**src/rtl/regfile_copy_sequencer.sv**
```systemverilog
// regfile_copy_sequencer
// Turns one block-copy descriptor (src, dst, len) into a series of single-word
// copy transactions on the register file's internal copy port. Each word is
// requested with a one-cycle copy_start and must be acknowledged with a
// one-cycle copy_done before the next word is issued.
//
// Handshakes:
//   cmd  : a descriptor is taken on a rising edge where cmd_valid && cmd_ready.
//          cmd_ready is high exactly while the FSM is IDLE.
//   copy : copy_start is a one-cycle request (state ISSUE). copy_done is only
//          sampled in WAIT; pulses seen in any other state are dropped.
module regfile_copy_sequencer #(
    parameter int ADDR_W  = 9,
    parameter int TIMEOUT = 255
) (
    input  logic              clk,
    input  logic              rst_n,
    input  logic              cmd_valid,
    output logic              cmd_ready,
    input  logic [ADDR_W-1:0] cmd_src,
    input  logic [ADDR_W-1:0] cmd_dst,
    input  logic [ADDR_W-1:0] cmd_len,
    input  logic              abort,
    output logic              busy,
    output logic              done,
    output logic              err,
    output logic [ADDR_W-1:0] addr_src,
    output logic [ADDR_W-1:0] addr_dst,
    output logic              copy_start,
    input  logic              copy_done,
    output logic [1:0]        dbg_state
);

    localparam int TIMER_W = (TIMEOUT > 1) ? $clog2(TIMEOUT) : 1;
    localparam logic [TIMER_W-1:0] TIMER_LAST = TIMER_W'(TIMEOUT - 1);

    typedef enum logic [1:0] {
        IDLE   = 2'd0,
        ISSUE  = 2'd1,
        WAIT   = 2'd2,
        FINISH = 2'd3
    } state_t;

    state_t             state;
    state_t             state_nxt;
    logic [ADDR_W-1:0]  remaining;
    logic [TIMER_W-1:0] timer;

    assign dbg_state = state;

    // State register; reset drops any command in flight without a done pulse.
    always_ff @(posedge clk or negedge rst_n) begin
        if (!rst_n) begin
            state <= IDLE;
        end else begin
            state <= state_nxt;
        end
    end

    // Next-state and Moore outputs; abort beats copy_done, copy_done beats timeout.
    always_comb begin
        state_nxt  = state;
        cmd_ready  = 1'b0;
        busy       = 1'b1;
        done       = 1'b0;
        copy_start = 1'b0;
        case (state)
            IDLE: begin
                cmd_ready = 1'b1;
                busy      = 1'b0;
                if (cmd_valid) begin
                    state_nxt = (cmd_len == '0) ? FINISH : ISSUE;
                end
            end
            ISSUE: begin
                copy_start = 1'b1;
                state_nxt  = abort ? FINISH : WAIT;
            end
            WAIT: begin
                if (abort) begin
                    state_nxt = FINISH;
                end else if (copy_done) begin
                    state_nxt = (remaining == ADDR_W'(1)) ? FINISH : ISSUE;
                end else if (timer == TIMER_LAST) begin
                    state_nxt = FINISH;
                end
            end
            FINISH: begin
                done      = 1'b1;
                state_nxt = IDLE;
            end
            default: state_nxt = IDLE;
        endcase
    end

    // Datapath: latch descriptor, step addresses per acknowledged word, run the
    // per-word wait timer and record how the command ended.
    always_ff @(posedge clk or negedge rst_n) begin
        if (!rst_n) begin
            addr_src  <= '0;
            addr_dst  <= '0;
            remaining <= '0;
            timer     <= '0;
            err       <= 1'b0;
        end else begin
            case (state)
                IDLE: begin
                    if (cmd_valid) begin
                        addr_src  <= cmd_src;
                        addr_dst  <= cmd_dst;
                        remaining <= cmd_len;
                        err       <= 1'b0;
                    end
                end
                ISSUE: begin
                    timer <= '0;
                    if (abort) begin
                        err <= 1'b1;
                    end
                end
                WAIT: begin
                    if (abort) begin
                        err <= 1'b1;
                    end else if (copy_done) begin
                        if (remaining == ADDR_W'(1)) begin
                            err <= 1'b0;
                        end else begin
                            // Addresses wrap naturally at 2^ADDR_W.
                            remaining <= remaining - ADDR_W'(1);
                            addr_src  <= addr_src + ADDR_W'(1);
                            addr_dst  <= addr_dst + ADDR_W'(1);
                        end
                    end else if (timer == TIMER_LAST) begin
                        err <= 1'b1;
                    end else begin
                        timer <= timer + TIMER_W'(1);
                    end
                end
                default: ;
            endcase
        end
    end

endmodule

```
**config.mk**
```make
export PLATFORM = sky130hd
export DESIGN_NAME = regfile_copy_sequencer
export DESIGN_NICKNAME = d
export VERILOG_FILES = /design/src/rtl/regfile_copy_sequencer.sv
export SDC_FILE = /design/constraint.sdc
export NUM_CORES = 1
export LEC_CHECK = 0
export ABC_AREA = 1
export BUFFER_PORTS_ARGS = -buffer_cell sky130_fd_sc_hd__buf_2
export CAP_MARGIN = 10
export CORE_MARGIN = 4
export CORE_UTILIZATION = 55
export DETAILED_ROUTE_END_ITERATION = 10
export MAX_ROUTING_LAYER = met4
export PLACE_DENSITY = 0.79
export SYNTH_ARGS = -nofsm -noshare
export SYNTH_HDL_FRONTEND = slang
export SYNTH_SLANG_ARGS = --single-unit
```
**constraint.sdc**
```tcl
create_clock -name clk -period 2.1 [get_ports clk]
set_input_delay 0.315 -clock clk [delete_from_list [all_inputs] [get_ports clk]]
set_output_delay 0.315 -clock clk [all_outputs]
set_load 0.01 [all_outputs]
```
==> results.cfg <==
[run_status]
status = finished clean

[sta]
timing.setup.tns_ns = 0
max_freq_mhz = 528
finalHoldViolCount = 0
fin_crit_ns = 1.89
timing.final.crit_share_pct = 90.1
tightest_slew_ns = 0.474
rsz0062_at_grt = false
relSlewSlack_pct = 68.4
finalClockSkew_ns = 0.00799
finalMaxSlewViolations = 0
finalSetupViolations = 0

[floorplan]
num_rows = 25
die_y_um = 77.7
core-area_um2 = 4720
start_util_pct = 56.5
boundaryPins = 57
die_w_um = 77.7
die_area_um2 = 6030

[logic_synthesis]
synth_edf_count = 0
yosys.area.top_type = dfrtp_1
synthMuxAreaShare_pct = 0
synth_top_family_by_area = simple AND/OR/NAND/NOR gates
ys_warn_count = 0
netlist_top_cells_area = dfrtp_1 (36%), nand2_1 (22%), nand3_1 (6.4%), o21ai_2 (4.9%), inv_1 (4.8%)
synth_compound_gate_area_share_pct = 12.1
ys.flop_type = dfrtp_1
yosysMostFrequentCell = nand2_1
postSynthCellCount = 392
synthSimpleGateAreaFrac_pct = 38.3
synth-async-reset-ratio_pct = 100
avgSynthCellArea_um2 = 6.81
synth_xor_area_share_pct = 0.328
yosysTopAreaCellShare_pct = 35.6
synth_common_cells = nand2_1 (155), dfrtp_1 (38), inv_1 (34), nand3_1 (34), nor2_1 (31)
synthAdderAreaFrac_pct = 4.69
ys_ff_latch = 38
ys_seq_area_share_pct = 35.6
synthDistinctLibCells = 29
synthesis.nets = 434
synthesis.area_um2 = 2670

[placement]
portBuffers = 56
dpl_cell_area_um2 = 2990
place_congestion = 0.866
hpwl_um = 4470

[grt]
grt_pass1_vias = 2472
track_usage_pct = 22.4
grt_pass1_wl_um = 10800
antenna_found_initial = 0
grt_overflow_total = 0
grt_start_max_net_pins = 42

[critical_path]
cp-end-kind = register
startpoint_type = register
worstSetupPathType = register to register
cp.required_ns = 2.32
cp.arrival_ns = 2.11
worstPathMaxFanout = 41

[power_and_ir_drop]
power_leakage_nw = 1.69
vdd_drop_max_mv = 0.812
power_density_nw_per_um2 = 1450

[job]
drv_cap = 0

[layout]
final.fill_count = 448
area_delta_synth_final_pct = 15.6
fin_area_um2 = 3080
diodes = 0
drive_gt1_share_pct = 22.2
nets = 493

[routing]
ant_nets = 0
drt_wl_total_um = 6160
first_pass_iters = 4
wl_per_cell_um = 11.9
drt_iter0_markers = 135
vias = 2611
drc = 0
drt-vias-per-instance = 5.05

[worst_hold_path]
hold_path_class = input port to register

[clocking]
cts_setup_buffers = 0
h-tree-depth = 2
hold_buffers = 1
path_clk_slew_ns = 0.07
cts.sinks = 38
clock-root-buffer = clkbuf_8
insertion_delay_ns = 0.29
ctsResizeCount = 0
cts_made_buffers = 5
clk_path_buf_depth = 2
cts_tree = done
[sequential cells by signal, indices dropped and copies added, names as in the netlist]
name	flops
remaining	9
timer	8
addr_src	9
addr_dst	9
err	1
dbg_state	2
[routing by layer]
layer	wire length [um]	share of wire (%)	GRT usage, %	vias up
li1	-	-	-	1363
met1	2850	46	28.6	1194
met2	3020	49	36.3	49
met3	239	3.9	4.64	5
met4	44	0.71	5.69	0
met5	0	0	-	-
[worst paths after layout]
kind,cells after the start,to,startpoint,slack (ns)
max reg2reg,9,remaining[6],dbg_state[0],0.21
min in group asynchronous,2,remaining[2],rst_n,0.40
min,5,addr_src[1],cmd_src[1],0.31
max in group asynchronous,3,timer[1],rst_n,1.05
min reg2reg,2,err,err,0.48
max,9,remaining[6],dbg_state[0],0.21
[per-stage QoR]
| step | cells | setup slack, ns | power, mW | hold WS, ns | utilization [%] |
|---|---|---|---|---|---|
| 6_report | 517 | 0.208 | 4.47 | 0.314 | 65.3 |
| 2_1_floorplan | 392 | 0.356 | 3.39 | 0.0194 | - |
| 4_1_cts | 517 | 0.210 | 4.50 | 0.309 | 65.3 |
| 3_3_place_gp | 510 | 0.303 | 3.90 | 0.180 | 63.3 |
| 3_5_place_dp | 510 | 0.231 | 3.98 | 0.181 | 63.3 |
| 5_1_grt | 517 | 0.0378 | 4.94 | 0.330 | 65.3 |
[layout make-up]
type	count	area (um^2)	share of cell area, %
clock buffer	6	82.6	2.68
inverter	40	154	4.99
multi-input combinational	303	1480	47.9
sequential	38	951	30.8
tap	67	83.8	2.72
timing repair buffer	63	335	10.9
[cells in the final DEF, fill, tap and decap left out]
cell,synthesis,routed
a21oi_1,9,9
a31oi_1,1,1
buf_2,2,56
buf_4,1,6
clkbuf_8,0,6
clkinv_2,1,1
dfrtp_1,38,38
dlygate4sd3_1,0,1
ha_1,10,10
inv_1,34,34
inv_2,4,4
inv_4,1,1
nand2_1,155,155
nand2_2,4,4
nand2_4,1,1
nand3_1,34,34
nand3_2,1,1
nand3b_1,3,3
nand4_1,7,7
nor2_1,31,31
nor2_4,1,1
nor3_2,1,1
o21ai_0,20,20
o21ai_1,2,2
o21ai_2,15,15
o21bai_1,4,4
or2_2,3,3
xor2_1,1,1
[power by group]
group / leakage, nW / switching [mW] / total [mW] / internal (mW)
clock network: 0.0431 / 0.248 / 0.502 / 0.253
registers: 0.482 / 0.318 / 1.37 / 1.05
logic: 1.17 / 1.67 / 2.60 / 0.929
[cell families after synthesis]
group | count (synthesis)
AND/OR/NAND/NOR | 241
AO/OA/AOI/OAI | 51
buffers and inverters | 51
flip-flops | 38
adder cells (fa/ha/maj) | 10
XOR/XNOR | 1
[critical path, stage by stage, from the launching register on]
cell	delay, ns
dfrtp_1	0.42
inv_1	0.10
ha_1	0.23
inv_1	0.12
nor2_1	0.08
a21oi_1	0.21
nand2_4	0.09
inv_4	0.36
nand2_1	0.15
o21ai_2	0.07
Power figures use the tool's default switching activity.
